## src/rtl/usb_pkg.sv

```systemverilog
// Shared types and line-code constants for the USB transmit line encoder.
// Consumers: usb_tx_line_encoder, nrzi_encoder.
package usb_pkg;

  typedef enum logic [2:0] {
    S_IDLE,
    S_DATA,
    S_STUFF,
    S_SE0_A,
    S_SE0_B,
    S_EOP_J
  } state_t;

  localparam int STUFF_LEN_DEF = 6;

  // {dp, dm}
  localparam logic [1:0] LINE_J   = 2'b10;
  localparam logic [1:0] LINE_K   = 2'b01;
  localparam logic [1:0] LINE_SE0 = 2'b00;

  function automatic logic [1:0] line_of(input logic dp);
    return dp ? LINE_J : LINE_K;
  endfunction

endpackage

```

## src/rtl/nrzi_encoder.sv

```systemverilog
// Line driver: NRZI level register and registered dp/dm outputs.
// NRZI coding is compiled in only when USB_TX_NRZI_EN is defined.
module nrzi_encoder
  import usb_pkg::*;
(
  input  logic clk,
  input  logic rst_n,
  input  logic i_load,
  input  logic i_bit,
  input  logic i_se0,
  input  logic i_idle,
  output logic o_dp,
  output logic o_dm
);

  logic       r_level;
  logic [1:0] r_line;
  logic       w_level_nx;
  logic       w_dbit;

`ifdef USB_TX_NRZI_EN
  assign w_level_nx = i_bit ? r_level : ~r_level;
  assign w_dbit     = w_level_nx;
`else
  assign w_level_nx = r_level;
  assign w_dbit     = i_bit;
`endif

  always_ff @(posedge clk or negedge rst_n) begin
    if (!rst_n) begin
      r_level <= 1'b1;
      r_line  <= LINE_J;
    end else if (i_idle) begin
      r_level <= 1'b1;
      r_line  <= LINE_J;
    end else if (i_se0) begin
      r_line  <= LINE_SE0;
    end else if (i_load) begin
      r_level <= w_level_nx;
      r_line  <= line_of(w_dbit);
    end
  end

  assign o_dp = r_line[1];
  assign o_dm = r_line[0];

endmodule

```

## src/rtl/usb_tx_line_encoder.sv

```systemverilog
// USB transmit line encoder: bit stuffing, EOP generation, line drive.
// Define USB_TX_NRZI_EN to compile in NRZI coding of the line.
module usb_tx_line_encoder
  import usb_pkg::*;
#(
  parameter int STUFF_LEN = STUFF_LEN_DEF
) (
  input  logic clk,
  input  logic rst_n,
  input  logic start,
  input  logic bit_in,
  input  logic bit_last,
  output logic bit_req,
  output logic dp,
  output logic dm,
  output logic busy,
  output logic done
);

  localparam int CW = $clog2(STUFF_LEN + 1);

  state_t        r_state;
  state_t        w_next;
  logic [CW-1:0] r_ones;
  logic [CW-1:0] w_ones_nx;
  logic [CW-1:0] w_ones_inc;
  logic          r_last;
  logic          w_last_nx;
  logic          r_done;
  logic          w_hit;
  logic          w_load;
  logic          w_bit;
  logic          w_se0;
  logic          w_idle;

  assign w_ones_inc = r_ones + CW'(1);
  assign w_hit      = bit_in && (w_ones_inc == CW'(STUFF_LEN));

  always_ff @(posedge clk or negedge rst_n) begin
    if (!rst_n) begin
      r_state <= S_IDLE;
      r_ones  <= '0;
      r_last  <= 1'b0;
      r_done  <= 1'b0;
    end else begin
      r_state <= w_next;
      r_ones  <= w_ones_nx;
      r_last  <= w_last_nx;
      r_done  <= (r_state == S_EOP_J);
    end
  end

  always_comb begin
    w_next    = r_state;
    w_ones_nx = r_ones;
    w_last_nx = r_last;
    w_load    = 1'b0;
    w_bit     = 1'b0;
    w_se0     = 1'b0;
    w_idle    = 1'b0;
    unique case (r_state)
      S_IDLE: begin
        w_idle    = 1'b1;
        w_ones_nx = '0;
        w_last_nx = 1'b0;
        if (start) w_next = S_DATA;
      end
      S_DATA: begin
        w_load    = 1'b1;
        w_bit     = bit_in;
        w_last_nx = bit_last;
        w_ones_nx = bit_in ? w_ones_inc : '0;
        if (w_hit)         w_next = S_STUFF;
        else if (bit_last) w_next = S_SE0_A;
      end
      // stuffed 0 consumes nothing; r_last says where to resume
      S_STUFF: begin
        w_load    = 1'b1;
        w_bit     = 1'b0;
        w_ones_nx = '0;
        w_next    = r_last ? S_SE0_A : S_DATA;
      end
      S_SE0_A: begin
        w_se0  = 1'b1;
        w_next = S_SE0_B;
      end
      S_SE0_B: begin
        w_se0  = 1'b1;
        w_next = S_EOP_J;
      end
      S_EOP_J: begin
        w_idle = 1'b1;
        w_next = S_IDLE;
      end
      default: w_next = S_IDLE;
    endcase
  end

  nrzi_encoder u_nrzi (
    .clk    (clk),
    .rst_n  (rst_n),
    .i_load (w_load),
    .i_bit  (w_bit),
    .i_se0  (w_se0),
    .i_idle (w_idle),
    .o_dp   (dp),
    .o_dm   (dm)
  );

  assign bit_req = (r_state == S_DATA);
  assign busy    = (r_state != S_IDLE);
  assign done    = r_done;

endmodule

```

## config.mk

```make
export PLATFORM = sky130hd
export DESIGN_NAME = usb_tx_line_encoder
export DESIGN_NICKNAME = d
export VERILOG_FILES = /design/src/rtl/usb_pkg.sv /design/src/rtl/nrzi_encoder.sv /design/src/rtl/usb_tx_line_encoder.sv
export SDC_FILE = /design/constraint.sdc
export NUM_CORES = 1
export LEC_CHECK = 0
export CAP_MARGIN = 20
export CORE_AREA = 2 2 39 41
export DETAILED_ROUTE_END_ITERATION = 16
export DIE_AREA = 0 0 41 43
export GPL_TIMING_DRIVEN = 0
export HOLD_SLACK_MARGIN = 0.03
export PLACE_DENSITY = 0.61
export SLEW_MARGIN = 25
export SYNTH_ARGS = -nofsm -noshare
export SYNTH_HDL_FRONTEND = slang
export SYNTH_SLANG_ARGS = --single-unit
```

## constraint.sdc

```tcl
create_clock -name clk -period 1.4 [get_ports clk]
set_input_delay 0.21 -clock clk [delete_from_list [all_inputs] [get_ports clk]]
set_output_delay 0.21 -clock clk [all_outputs]
set_load 0.01 [all_outputs]
```

==> qor.yml <==
maxCapViolCount: 0
cp.required_ns: 1.19
dr.pass1.iters: 4
vias: 492
nets: 89
finalHoldViolCount: 0
synth_warnings: 0
clock-sinks: 10
violations: "setup timing"
vias_per_cell: 5.07
cp.arrival_ns: 1.29
synth_cell_types: 25
outcome: "finished, violations left"
synth_seq_cells: 10
synth_area_leader_cell: "dfrtp_1"
die_w_um: 41
cts.htree.levels: 1
leakage_nw: 0.390
worst_setup_path_end_kind: "primary output"
grt_max_degree: 11
port_buffers: 9
cts_made_buffers: 3
maxSlewViolCount: 0
reg2reg_depth: 4
overflow: 0
seq_area_frac_synth_pct: 46.0
post-route-min-period_ns: 1.50
postSynthAreaPerCell_um2: 9.59
clk_pin_slew_worst_paths_ns: 0.07
cts_tree: "built"
syn-num-nets: 64
drt_iter0_markers: 7
p_total_mw: 1.77
yosys-top-cells-area: "dfrtp_1 41%, dfstp_2 4.8%, ha_1 4.6%, o21ai_0 4.6%, nand2_1 3.4%"
core_area_um2: 1380
placedCellCount: 82
antenna_found_initial: 0
reg2reg_to: "r_state[1]"
grt_pass1_wl_um: 1880
dp_hpwl_um: 778
die_height_um: 43
ant_nets: 0
worst_pin_slew_ns: 0.455
gp_congestion: 0.756
syn_inst: 57
max_slew_margin_pct: 69.5
max_freq_mhz: 668
min_period_over_period_pct: 107
clk_latency_ns: 0.26
antenna_cells: 0
fin_ws_ns: -0.0961
timing.rr.start: "r_ones[0]"
cp_max_fo: 10
finalNonFillerCells: 97
avgRoutedWirePerCell_um: 12.8
ir_drop_v: 0.00108
skew_ns: 0.00123
synth_area_um2: 547
pin_count: 10
r2r_slack_ns: 0.07
finalSetupTns_ns: -0.0961
initial_utilization_pct: 39.5
grt_pass1_vias: 410
layout-drive-gt1-share_pct: 33.3
criticalPathCategory: "register to primary output"
drc_errors: 0
routed_wirelength_um: 1240
rows: 14
setup_violations: 1
grt_usage_pct: 16.3
clockBufferDepth: 2
rsz0062_at_grt: "true"
start_kind: "register"
hold_path_class: "input port to async pin"
power_density_nw_per_um2: 2250
die-area_um2: 1760
yosysTopAreaCellShare_pct: 41.2
area_growth_pct: 43.9
root_buffer: "clkbuf_4"
hold_buffers: 0
[sequential cells by signal, indices dropped and copies added, names as in the netlist]
signal,count
r_last,1
r_ones,3
u_nrzi.r_line,2
r_state,3
done,1
[worst max-delay path: stages, from the launching register on]
cell	delay, ns
dfrtp_1	0.40
buf_6	0.15
or3_1	0.33
buf_2	0.14
[area by class of cell]
class | count | area [um^2]
Timing Repair Buffer | 20 | 165
Fill cell | 132 | 597
Buffer | 3 | 27.5
Inverter | 4 | 15.0
Tap cell | 16 | 20.0
Multi-Input combinational cell | 40 | 269
Clock buffer | 4 | 36.3
Sequential cell | 10 | 254
[layout by cell type (no fill, tap or decap), drive strengths merged, types with 2 or more instances in the layout]
| cell | count |
|---|---|
| clkbuf | 4 |
| dfrtp | 9 |
| buf | 16 |
| inv | 4 |
| a21oi | 2 |
| a22o | 2 |
| nand3 | 2 |
| nor2 | 3 |
| o211ai | 2 |
| and3 | 2 |
| nor2b | 2 |
| nand2b | 3 |
| clkdlybuf4s50 | 6 |
| nand2 | 5 |
| ha | 2 |
| o21a | 2 |
| o21ai | 6 |
[power by group]
| part | internal [mW] | total (mW) | switching (mW) | leakage, nW |
|---|---|---|---|---|
| sequential | 0.416 | 0.485 | 0.0693 | 0.126 |
| combinational | 0.559 | 1.02 | 0.460 | 0.243 |
| clock | 0.158 | 0.265 | 0.107 | 0.0210 |
| total | 1.13 | 1.77 | 0.636 | 0.390 |
[per-layer routing]
metal	track usage (%)	part of all wire [%]	vias up
li1	-	-	250
met1	22.1	47	230
met2	21.9	47	10
met3	4.71	3.9	2
met4	10.0	1.4	0
met5	0	0	-
[cells by family (layout without fill, tap and decap cells)]
kind of cell	Yosys count	in the layout	synth area share [%]
buffers and inverters	7	31	6.64
AOI/OAI and AO/OA	16	16	19.4
and+or+nand+nor	21	21	21.7
xor gates and xnor gates	1	1	1.60
DFF	10	10	46.0
adders and majority gates	2	2	4.58
[worst max path at each step]
stage	startpoint	endpoint	slack, ns	cells past startpoint
finish	r_state[0]	busy	-0.1	3
global route	r_state[2]	busy	-0.14	3
CTS	r_state[2]	busy	-0.08	3
detailed placement	r_state[0]	busy	-0.22	3
global placement	r_state[0]	busy	-0.21	3
floorplan	r_ones[0]	r_state[1]	0.15	4
[what timing repair did]
item,in CTS,in global routing
pin swaps,1,2
setup buffers,7,4
gates resized for setup,17,1
setup endpoints to repair,3,3
hold endpoints to repair,0,0
[cell usage after synthesis]
library cell / n
buf_2: 2
ha_1: 2
o221a_2: 1
o21a_1: 2
dfstp_2: 1
o21ai_0: 5
nand3b_1: 1
dfrtp_1: 9
a22o_1: 2
nand2b_1: 3
xor2_1: 1
buf_6: 1
nand2_1: 5
nor4b_2: 1
and2_1: 1
nor2_1: 3
nand3_1: 2
a21oi_1: 2
inv_1: 4
o211ai_1: 2
o31ai_1: 1
nor2b_1: 2
or3_1: 1
o21ai_1: 1
and3_1: 2
[metrics by stage]
stage | cell area, um^2 | hold WS, ns | utilization [%] | worst slack, ns
2_1_floorplan | 547 | -0.0856 | - | 0.150
3_3_place_gp | 657 | 0.483 | 47.5 | -0.213
3_5_place_dp | 657 | 0.501 | 47.5 | -0.216
4_1_cts | 757 | 0.283 | 54.7 | -0.0840
5_1_grt | 787 | 0.302 | 56.9 | -0.138
6_report | 787 | 0.259 | 56.9 | -0.0961
No activity file was read; power rests on OpenSTA's default activity.
